===== src/rtl/cic_decimator.sv =====
// Integrate-and-dump decimator by R = 2**DEC_LOG2 with 8-bit normalised results and a small output FIFO.
// Optional round-half-up normalisation is enabled by defining CIC_DEC_ROUND_EN.
module cic_decimator #(
  parameter int unsigned DEC_LOG2   = 2,
  parameter int unsigned FIFO_DEPTH = 4
) (
  input  logic       clk_i,
  input  logic       rstn_i,
  input  logic [7:0] x_i,
  input  logic       x_valid_i,
  output logic [7:0] y_o,
  output logic       y_valid_o,
  input  logic       y_ready_i,
  output logic [7:0] drop_cnt_o
);

  localparam int unsigned R  = 1 << DEC_LOG2;
  localparam int unsigned AW = 8 + DEC_LOG2;
  localparam int unsigned PW = (DEC_LOG2 > 0) ? DEC_LOG2 : 1;
  localparam int unsigned FA = $clog2(FIFO_DEPTH);

  logic [AW-1:0] acc_q, acc_d, sum;
  logic [PW-1:0] ph_q, ph_d;
  logic [7:0]    res;
  logic          last_ph, dump;

  logic [7:0]    mem_q [FIFO_DEPTH];
  logic [FA-1:0] wr_ptr_q, wr_ptr_d, rd_ptr_q, rd_ptr_d;
  logic [FA:0]   count_q, count_d;
  logic          valid_q, valid_d;
  logic [7:0]    drop_q, drop_d;
  logic          pop, push, full;

  assign last_ph = (ph_q == PW'(R - 1));
  assign dump    = x_valid_i && last_ph;
  assign sum     = acc_q + AW'(x_i);

`ifdef CIC_DEC_ROUND_EN
  // R/2 is zero when R == 1, so the pass-through case needs no special handling.
  logic [AW-1:0] rnd;
  assign rnd = sum + AW'(R / 2);
  assign res = 8'(rnd >> DEC_LOG2);
`else
  assign res = 8'(sum >> DEC_LOG2);
`endif

  always_comb begin
    acc_d    = acc_q;
    ph_d     = ph_q;
    wr_ptr_d = wr_ptr_q;
    rd_ptr_d = rd_ptr_q;
    count_d  = count_q;
    drop_d   = drop_q;
    pop      = valid_q && y_ready_i;
    full     = (count_q == (FA + 1)'(FIFO_DEPTH));
    push     = dump && (!full || pop);

    if (x_valid_i) begin
      acc_d = last_ph ? '0 : sum;
      ph_d  = last_ph ? '0 : ph_q + 1'b1;
    end
    if (dump && !push && drop_q != '1) drop_d = drop_q + 1'b1;
    if (push) wr_ptr_d = wr_ptr_q + 1'b1;
    if (pop)  rd_ptr_d = rd_ptr_q + 1'b1;

    unique case ({push, pop})
      2'b10:   count_d = count_q + 1'b1;
      2'b01:   count_d = count_q - 1'b1;
      default: count_d = count_q;
    endcase
    valid_d = (count_d != '0);
  end

  always_ff @(posedge clk_i) begin
    if (!rstn_i) begin
      acc_q    <= '0;
      ph_q     <= '0;
      wr_ptr_q <= '0;
      rd_ptr_q <= '0;
      count_q  <= '0;
      valid_q  <= 1'b0;
      drop_q   <= '0;
      for (int unsigned i = 0; i < FIFO_DEPTH; i++) mem_q[i] <= '0;
    end else begin
      acc_q    <= acc_d;
      ph_q     <= ph_d;
      wr_ptr_q <= wr_ptr_d;
      rd_ptr_q <= rd_ptr_d;
      count_q  <= count_d;
      valid_q  <= valid_d;
      drop_q   <= drop_d;
      if (push) mem_q[wr_ptr_q] <= res;
    end
  end

  assign y_o        = mem_q[rd_ptr_q];
  assign y_valid_o  = valid_q;
  assign drop_cnt_o = drop_q;

endmodule


===== config.mk =====
export PLATFORM = sky130hd
export DESIGN_NAME = cic_decimator
export DESIGN_NICKNAME = d
export VERILOG_FILES = /design/src/rtl/cic_decimator.sv
export SDC_FILE = /design/constraint.sdc
export NUM_CORES = 1
export LEC_CHECK = 0
export BUFFER_PORTS_ARGS = -buffer_cell sky130_fd_sc_hd__buf_2
export CAP_MARGIN = 5
export CORE_ASPECT_RATIO = 0.7
export CORE_UTILIZATION = 40
export CTS_CLUSTER_DIAMETER = 50
export DETAILED_ROUTE_END_ITERATION = 7
export HOLD_SLACK_MARGIN = 0.05
export PLACE_DENSITY = 0.67
export SLEW_MARGIN = 10
export SYNTH_ARGS = -nofsm -noshare
export SYNTH_HDL_FRONTEND = slang
export SYNTH_SLANG_ARGS = --single-unit

===== constraint.sdc =====
create_clock -name clk_i -period 4.4 [get_ports clk_i]
set_input_delay 0.66 -clock clk_i [delete_from_list [all_inputs] [get_ports clk_i]]
set_output_delay 0.66 -clock clk_i [all_outputs]
set_load 0.01 [all_outputs]

==> results of run 1 <==
-- cell usage after synthesis (2+ instances only) --
cell / n
or3_1: 8
o211ai_1: 4
nand3_1: 10
nor2_1: 33
o21ai_1: 2
nand4_1: 2
ha_1: 10
o21ai_0: 15
edfxtp_1: 32
clkbuf_1: 11
a311o_1: 2
buf_2: 5
inv_1: 10
nand2b_1: 4
a21o_1: 2
or3b_1: 2
or4_1: 4
dfxtp_1: 30
fa_1: 2
nor3b_1: 3
nor2b_1: 2
o32ai_1: 2
o31ai_1: 4
o21a_1: 4
nor3_1: 15
a31oi_1: 2
xor2_1: 2
a21oi_1: 19
nor4_1: 3
mux2i_1: 3
and2_1: 3
a211oi_1: 4
mux4_2: 8
xnor2_1: 6
a311oi_1: 5
nand2_1: 18
and3_1: 4
-- placed cells by master, fill, tap and decap left out, types with 5 or more instances in the layout --
master / n
nor3_1: 15
nor2_1: 33
a311oi_1: 5
inv_1: 10
edfxtp_1: 32
nand3_1: 10
ha_1: 10
a21oi_1: 19
buf_2: 28
clkbuf_16: 9
o21ai_0: 15
mux4_2: 8
nand2_1: 18
or3_1: 8
dfxtp_1: 30
xnor2_1: 6
-- worst max-delay path: cells and delay by family, from the launching register on --
kind | cells | cell delay (ns)
simple gates | 3 | 1.33
compound gates | 1 | 0.47
flops | 1 | 0.35
fa+ha+maj | 1 | 0.35
-- layer usage --
| metal | vias up | routed length (um) | GRT usage |
|---|---|---|---|
| met5 | - | 0 | 0 |
| met3 | 8 | 428 | 0.0612 |
| li1 | 1218 | - | - |
| met1 | 1188 | 3370 | 0.267 |
| met2 | 67 | 2920 | 0.239 |
| met4 | 0 | 81 | 0.0459 |
-- cell families (layout without fill, tap and decap cells) --
| group | after synthesis | after routing | synth area share |
|---|---|---|---|
| flops | 62 | 62 | 0.490 |
| compound gates | 73 | 73 | 0.152 |
| mux | 11 | 11 | 0.0660 |
| fa+ha+maj | 12 | 12 | 0.0518 |
| simple gates | 115 | 115 | 0.183 |
| xor+xnor | 8 | 8 | 0.0220 |
| buf+inv | 28 | 56 | 0.0350 |
-- area by class of cell --
cell class,count,area share
Clock inverter,7,0.0137
Timing Repair Buffer,29,0.0403
Sequential cell,62,0.427
Clock buffer,9,0.0615
Multi-Input combinational cell,219,0.413
Tap cell,98,0.0335
Inverter,11,0.0113
-- power by group through the flow --
stage | combinational [mW] | sequential [mW] | clock [mW]
3_3_place_gp | 0.246 | 0.679 | 0
6_report | 0.254 | 0.668 | 0.645
4_1_cts | 0.252 | 0.669 | 0.656
2_1_floorplan | 0.194 | 0.667 | 0
3_5_place_dp | 0.250 | 0.681 | 0
5_1_grt | 0.282 | 0.673 | 0.682
-- worst max path at each step --
| stage | end | startpoint | slack [ns] |
|---|---|---|---|
| 5_1_grt | mem_q[0][6] | ph_q[0] | 1.30 |
| 2_1_floorplan | mem_q[0][4] | x_i[0] | 1.84 |
| 4_1_cts | mem_q[1][5] | ph_q[0] | 1.55 |
| 6_report | mem_q[1][5] | ph_q[0] | 1.53 |
| 3_5_place_dp | mem_q[2][4] | x_i[0] | 1.41 |
| 3_3_place_gp | mem_q[0][4] | x_i[0] | 1.47 |
-- registers in the layout, summed over array words and instances, names as in the netlist, named ones only --
signal and flops:
rd_ptr_q 2, y_valid_o 1, drop_cnt_o 8, count_q 3
acc_q 10, mem_q 32, wr_ptr_q 2, ph_q 2
==> results.md, run 1 <==
- Outcome: completed
- Number of distinct library cells after synthesis: 51
- Dpl hpwl: 4850 um
- Logic pwr share: 0.162
- Die H: 76.7 um
- Min-delay src: acc_q[5]
- Iteration-0 DRC Markers: 128
- Final Critical Period: 2.87 ns
- Synth Flop Type: edfxtp_1
- Fin cells: 435
- Total power: 1.57 mW
- CTS tree: done
- Worst r2r path cells: 5
- R2R setup slack: 1.53 ns
- CTS max path bufs: 2
- Cells after Synth: 309
- DR WL/cell: 15.6 um
- Layout cells sized above 1: 0.166
- Area share of the largest cell type after synthesis: 0.302
- DP Cell Count: 419
- Post-synth top area cell: edfxtp_1
- Layout Utilization: 0.487
- Area contributors post-synth: edfxtp_1 30%, dfxtp_1 19%, mux4_2 5.7%, ha_1 3.9%, nor2_1 3.9%
- Max Slew Vio Count: 0
- First-pass GRT wire length: 11100 um
- PD cells: 428 nW/um2
- I/O Buffers: 28
- Worst hold slack: 0.493 ns
- Rows: 26
- Final ANT Viol Nets: 0
- Int Power: 1.12 mW
- Startpoint type of the worst setup path: flop
- Core ar.: 7510 um2
- Hold Vio Cnt, Final: 0
- Num CTS Buffers: 9
- Sum Neg Setup Slack: 0 ns
- Largest stage delay on the critical path: 0.62 ns
- Clock power share: 0.412
- Die width: 109 um
- Io pins: 29
- CP Max Fanout: 13
- Hold Path End: acc_q[5]
- WL final: 6800 um
- FF-to-FF Start: ph_q[0]
- GRT Resource Usage Total: 0.178
- Worst path required time: 4.38 ns
- Initial Utilization: 0.424
- Slowest cell on the critical path: or3_1
- Power share of the sequential group: 0.426
- Area grow syn2layout: 14.9%
- FMAX: 0.348 GHz
- Post-route setup slack: 1.53 ns
- EDFF count, synth: 32
- Leak: 1.37 nW
- Post-CTS setup buffers: 0
- Pre-antenna DRT Iters: 4
- Area taken by flip-flops and latches: 1560 um2
- DP Area: 3390 um2
- #FFs+latches synth: 62
- RSZ-0062 raised after global routing: false
- Diode count: 0
- Avg Cell Area, Syn: 10.3 um2
- Clk_lat worst skew: 0.33 ns
- Final net count: 356
- Clock transition at path regs: 0.06 ns
- Post-Syn Nets: 333
- Seq/Total Area, Yosys: 0.490
- Gpl congestion: 0.835
- Synth async-reset ratio: 0
- Max Clock Skew: 0.00523 ns
- Full die area: 8330 um2
- Sw Share: 0.285
- Peak VDD IR: 0.000215 V
- Vias in the first global route: 2182
- Worst Hold Class: reg -> reg
- Synthesized area: 3190 um2
- Fill count: 680
- R2R Path End: mem_q[1][5]
- DR vias: 2481
- Critical path arrival: 2.85 ns
- Drt drc: 0
- Yosys Warn Count: 0
- CTS root buffer: clkbuf_16
- Initial antenna violation count: 0
- Total gr overflow: 0
- Place WS: 1.41 ns
- Crit path kind: reg -> reg
- Pin count of the biggest net entering global routing: 25
- Total of cells resized after clock tree synthesis: 0
- Final setup fails: 0
- P_sw: 446 uW
- Worst Tran Pin Value: 1.04 ns
- Post-CTS Hold Fix Bufs: 0
- Via density: 5.70
- Cell area after layout: 3660 um2
- Crit path cell chain: ha_1 > and2_1 > o211ai_1 > or3_1 > nand2_1
- Crit end category: flop
- Worst slew margin: 0.300
- Max-cap violation count: 0
- Multi-input gate area: 1510 um2
- Htree depth: 3
- Clock Sinks: 62
- Final period utilization: 0.652
- Hold Path Depth: 2
(Power assumes the default switching activity.)
==> run 2, diff against run 1 <==
clock period = 2.74 ns   (was 4.4 ns; I/O delays follow)
==> run 2 against run 1 <==
Against the previous run:
- count of clock-buffer cells in the layout rose by 1
- maximum frequency rose by 17%
- power rose by 78%
- core utilization rose by 1.6 points
- non-clock buffer count rose by 8
- routed wire length rose by 5.0%
- critical path type unchanged
- largest cell class unchanged
- largest power group is now the clock network
- highest routed layer unchanged
==> results.md, run 2 (synthesis gave the netlist of run 1 again) <==
- Outcome: completed
- Critical path arrival: 2.59 ns (-0.26 ns)
- WL final: 7140 um (+5.0%)
- Core ar.: 7510 um2 (unchanged)
- Peak VDD IR: 0.000323 V (+50%)
- Worst Tran Pin Value: 0.673 ns (-0.372 ns)
- CTS tree: done
- Die H: 76.7 um (unchanged)
- Diode count: 0 (unchanged)
- Layout Utilization: 0.503 (+0.0163)
- Die width: 109 um (unchanged)
- Total of cells resized after clock tree synthesis: 0 (unchanged)
- Multi-input gate area: 1510 um2 (unchanged)
- DR WL/cell: 16.1 um (+3.1%)
- CP Max Fanout: 4 (-9)
- Cell area after layout: 3780 um2 (+3.3%)
- Worst Hold Class: in -> reg
- Worst path required time: 2.88 ns (-1.50 ns)
- Total gr overflow: 0 (unchanged)
- Final net count: 364 (+2.2%)
- Most common cell after layout, fill and taps aside: nor2_1
- Post-CTS Hold Fix Bufs: 0 (unchanged)
- CTS max path bufs: 2 (unchanged)
- Max reg flops: 32 (unchanged)
- Top reg by flops: mem_q
- FMAX: 0.408 GHz (+17%)
- CTS root buffer: clkbuf_16
- Drt drc: 0 (unchanged)
- Final setup fails: 0 (unchanged)
- DP Area: 3450 um2 (+1.8%)
- Pin count of the biggest net entering global routing: 19 (-24%)
- Final Critical Period: 2.45 ns (-0.420 ns)
- Post-CTS setup buffers: 0 (unchanged)
- Sum Neg Setup Slack: 0 ns (unchanged)
- DR vias: 2512 (+1.2%)
- Io pins: 29 (unchanged)
- Startpoint type of the worst setup path: flop
- Worst r2r path cells: 6 (+1)
- Max Clock Skew: 0.00751 ns (+0.00228 ns)
- Htree depth: 3 (unchanged)
- Worst hold slack: 0.449 ns (-0.0445 ns)
- Area grow syn2layout: 18.8%
- Final ANT Viol Nets: 0 (unchanged)
- Leak: 1.45 nW (+5.5%)
- Clock Sinks: 62 (unchanged)
- Crit end category: flop
- Vias in the first global route: 2368 (+8.5%)
- Total power: 2.79 mW (+78%)
- Pre-antenna DRT Iters: 4 (unchanged)
- Rows: 26 (unchanged)
- PD cells: 737 nW/um2 (+72%)
- Iteration-0 DRC Markers: 108 (-16%)
- Full die area: 8330 um2 (unchanged)
- Clk_lat worst skew: 0.33 ns (about the same)
- RSZ-0062 raised after global routing: false
- Fill count: 680 (unchanged)
- Hold Vio Cnt, Final: 0 (unchanged)
- Num CTS Buffers: 9 (unchanged)
- GRT Resource Usage Total: 0.191 (+0.0133)
- Layout cells sized above 1: 0.183 (+0.0164)
- Max-cap violation count: 0 (unchanged)
- Dpl hpwl: 5060 um (+4.4%)
- I/O Buffers: 28 (unchanged)
- Initial antenna violation count: 0 (unchanged)
- Final period utilization: 0.894 (+0.242)
- Crit path kind: reg -> reg
- Commonest cells after routing, fill and taps aside: 33 x nor2_1, 32 x edfxtp_1, 30 x dfxtp_1
- Gpl congestion: 0.797 (-4.4%)
- Max Slew Vio Count: 0 (unchanged)
- Clock transition at path regs: 0.06 ns (about the same)
- Via density: 5.67 (-0.58%)
- First-pass GRT wire length: 12000 um (+8.1%)
- Area taken by flip-flops and latches: 1560 um2 (unchanged)
- Hold Path Depth: 3 (+1)
- Initial Utilization: 0.424 (unchanged)
- Worst slew margin: 0.548 (+0.247)
-- run 2: changes by cell type in the layout (fill, tap and decap cells not counted) --
cell,before,now
clkinv_4,1,0
clkinvlp_4,3,0
clkbuf_1,0,1
buf_4,1,9
bufinv_16,0,3
-- run 2: power breakdown --
group | switching, mW | leakage (nW) | internal [mW]
clock | 0.404 | 0.167 | 0.888
combinational | 0.250 | 0.708 | 0.176
sequential | 0.0446 | 0.574 | 1.03
total | 0.699 | 1.45 | 2.09
-- run 2: cell type report --
class                           count  share of cell area
Tap cell                           98              0.0324
Multi-Input combinational cell    219               0.400
Sequential cell                    62               0.413
Clock inverter                      6              0.0288
Clock buffer                       10              0.0605
Timing Repair Buffer               37              0.0549
Inverter                           11              0.0109
-- run 2: path summary, 6_finish.rpt --
path / endpoint / slack (ns) / from
hold reg to reg: drop_cnt_o[5] / 0.49 / drop_cnt_o[5]
setup / recovery: mem_q[2][6] / 0.29 / acc_q[0]
setup reg to reg: mem_q[2][6] / 0.29 / acc_q[0]
hold / removal: acc_q[1] / 0.45 / x_valid_i
-- run 2: critical path, cell delays in order, from the launching register on --
cell and delay [ns]:
dfxtp_1 0.31, ha_1 0.22, fa_1 0.45, a211oi_1 0.40
nor3_1 0.18, o311a_1 0.42, a311oi_1 0.28
-- run 2: per-stage QoR --
stage | instances | setup WS (ns)
floorplan | 309 | 0.426
global placement | 427 | 0.198
detailed placement | 427 | 0.102
CTS | 443 | 0.301
global route | 443 | 0.151
finish | 443 | 0.290
-- run 2: routing by layer --
layer,track usage,share of wire,vias to the layer above
li1,-,-,1246
met1,0.272,0.50,1200
met2,0.277,0.44,56
met3,0.0570,0.045,10
met4,0.0595,0.011,0
met5,0,0,-
==> run 3, diff against run 2 <==
ABC_AREA = 1   (was default)
CORE_ASPECT_RATIO = default   (was 0.7)
PLACE_DENSITY = 0.68   (was 0.67)
==> run 3 against run 2 <==
Against the previous run:
- die area is 3.5% lower
- via count fell by 2.9%
- routed wire length down 14%
- largest power group is now sequential cells
- final area is 6.5% lower
- synthesized cell count grew 15%
- maximum frequency up 20%
- count of clock-buffer cells in the layout up 4
- global-route usage shrank 1.5 points
==> results.md, run 3 <==
- Outcome: completed
- Final net count: 414 (+14%)
- Pin count of the biggest net entering global routing: 20 (+1)
- Avg Cell Area, Syn: 8.63 um2 (-16%)
- Number of distinct library cells after synthesis: 36 (-29%)
- Leak: 1.52 nW (+4.6%)
- CTS max path bufs: 2 (unchanged)
- Total power: 2.39 mW (-14%)
- Pre-antenna DRT Iters: 5 (+1)
- Crit end category: output pin
- Dpl hpwl: 4490 um (-11%)
- Final period utilization: 0.743 (-0.151)
- GRT met1 Usage: 0.237 (-0.0354)
- Die width: 89.7 um (-17%)
- EDFF count, synth: 32 (unchanged)
- Initial Utilization: 0.419 (-0.00473)
- Area contributors post-synth: edfxtp_1 31%, dfxtp_1 20%, nand2_1 9.0%, nor2_1 8.1%, ha_1 4.1%
- Max Clock Skew: 0.00826 ns (+0.000748 ns)
- WL final: 6170 um (-14%)
- Final Critical Period: 2.04 ns (-0.415 ns)
- Clock transition at path regs: 0.06 ns (about the same)
- Area share of the largest cell type after synthesis: 0.313 (+0.0111)
- Crit path kind: reg -> out
- Core ar.: 7330 um2 (-2.4%)
- Final ANT Viol Nets: 0 (unchanged)
- DR vias: 2439 (-2.9%)
- Worst Tran Pin Value: 0.767 ns (+0.0940 ns)
- Cells after Synth: 356 (+15%)
- CTS tree: done
- Synth Flop Type: edfxtp_1
- Worst path required time: 2.33 ns (-0.55 ns)
- Final setup fails: 0 (unchanged)
- Clock Sinks: 62 (unchanged)
- Io pins: 29 (unchanged)
- Area grow syn2layout: 15.1%
- Post-CTS setup buffers: 0 (unchanged)
- Worst Hold Class: in -> reg
- PD cells: 677 nW/um2 (-8.1%)
- DP Cell Count: 478 (+12%)
- Critical path arrival: 1.62 ns (-0.97 ns)
- Total of cells resized after clock tree synthesis: 0 (unchanged)
- CTS root buffer: clkbuf_8
- Peak VDD IR: 0.000356 V (+10%)
- Vias in the first global route: 2266 (-4.3%)
- Initial antenna violation count: 0 (unchanged)
- Rows: 31 (+19%)
- Post-synth top area cell: edfxtp_1
- Max reg flops: 32 (unchanged)
- Grt peak-use layer: met2
- FMAX: 0.491 GHz (+20%)
- GR Util met2: 0.275 (-0.00179)
- Max Slew Vio Count: 0 (unchanged)
- Yosys Warn Count: 0 (unchanged)
- Cell area after layout: 3540 um2 (-6.5%)
- Post-Syn Nets: 380 (+14%)
- Largest stage delay on the critical path: 0.34 ns (-0.11 ns)
- First-pass GRT wire length: 10600 um (-12%)
- Seq/Total Area, Yosys: 0.508 (+0.0180)
- Gpl congestion: 0.873 (+9.5%)
- Startpoint type of the worst setup path: flop
- Top reg by flops: mem_q
- Via density: 4.94 (-13%)
- Drt drc: 0 (unchanged)
- Synth async-reset ratio: 0 (unchanged)
- RSZ-0062 raised after global routing: false
- Diode count: 0 (unchanged)
- Post-CTS Hold Fix Bufs: 0 (unchanged)
- Iteration-0 DRC Markers: 118 (+9.3%)
- Die H: 89.7 um (+17%)
- DP Area: 3320 um2 (-3.8%)
- I/O Buffers: 28 (unchanged)
- Fill count: 700 (+2.9%)
- Worst slew margin: 0.487 (-0.0611)
- DR WL/cell: 12.5 um (-22%)
- Num CTS Buffers: 9 (unchanged)
- Most common cell after layout, fill and taps aside: nand2_1
- Sum Neg Setup Slack: 0 ns (unchanged)
- Full die area: 8040 um2 (-3.5%)
- Most frequent cell after synthesis: nand2_1
- Total gr overflow: 0 (unchanged)
- Commonest cells after routing, fill and taps aside: 74 x nand2_1, 66 x nor2_1, 32 x edfxtp_1
- Post-synth top cells: 74 x nand2_1, 66 x nor2_1, 32 x edfxtp_1
- Layout cells sized above 1: 0.154 (-0.0282)
- Max-cap violation count: 0 (unchanged)
- Htree depth: 3 (unchanged)
- Fin cells: 494 (+12%)
- Clk_lat worst skew: 0.33 ns (about the same)
- Crit path cell chain: buf_4 > inv_1 > o21ai_0 > o22ai_1 > buf_2
- Met3 Usage GRT: 0.0475 (-0.00944)
- Slowest cell on the critical path: inv_1
- CP Max Fanout: 17 (+13)
- Hold Vio Cnt, Final: 0 (unchanged)
- #FFs+latches synth: 62 (unchanged)
- GRT Resource Usage Total: 0.176 (-0.0149)
- Synthesized area: 3070 um2 (-3.5%)
-- run 3: cell count changes after synthesis, moves of 5 or more --
cell / change
a311oi_1: -5
clkbuf_1: -8
inv_1: +14
mux4_2: -8
nand2_1: +56
nand3_1: +11
nor2_1: +33
nor3_1: -14
o21ai_0: +10
o22ai_1: +8
or3_1: -8
-- run 3: area by class of cell --
| cell class | count | area (um2) | share of cell area |
|---|---|---|---|
| clock buffer | 14 | 184 | 0.0520 |
| clock inverter | 2 | 37.5 | 0.0106 |
| tap | 99 | 124 | 0.0350 |
| timing repair buffer | 30 | 155 | 0.0439 |
| multi-input combinational | 258 | 1360 | 0.386 |
| sequential | 62 | 1560 | 0.441 |
| inverter | 29 | 111 | 0.0315 |
-- run 3: layer usage --
| layer | part of all wire | vias up |
|---|---|---|
| met2 | 0.44 | 63 |
| met1 | 0.50 | 1111 |
| met5 | 0 | - |
| li1 | - | 1258 |
| met4 | 0.012 | 0 |
| met3 | 0.050 | 7 |
-- run 3: per-stage QoR --
step                      worst slack, ns  utilization  hold slack, ns
after floorplan                     0.901            -           0.444
after global placement              0.700        0.452           0.456
after detailed placement            0.611        0.452           0.460
after CTS                           0.673        0.483           0.297
after global routing                0.562        0.483           0.319
final                               0.705        0.483           0.312
-- run 3: path summary, 6_finish.rpt --
kind,startpoint,to,slack (ns),cells past startpoint
min,x_valid_i,ph_q[0],0.31,2
max,flop,y_o[2],0.70,5
max reg2reg,ph_q[0],mem_q[0][1],0.81,9
min reg2reg,acc_q[6],acc_q[6],0.47,2
-- run 3: where the power goes --
part / internal, mW / switching [mW] / leakage [nW] / total, mW
Clock: 0.526 / 0.340 / 0.108 / 0.866
Combinational: 0.163 / 0.288 / 0.832 / 0.451
Sequential: 1.04 / 0.0386 / 0.575 / 1.08
-- run 3: cells by family after synthesis --
| family | share of synthesized area |
|---|---|
| AOI/OAI and AO/OA | 0.111 |
| xor gates and xnor gates | 0.0257 |
| adders and majority gates | 0.0537 |
| buffers and inverters | 0.0480 |
| DFF | 0.508 |
| and+or+nand+nor | 0.253 |
-- run 3: critical path, delay by kind of cell, from the launching register on --
kind | cells | cell delay, ns
flip-flops | 1 | 0.30
buffers and inverters | 3 | 0.68
AO/OA/AOI/OAI | 2 | 0.32
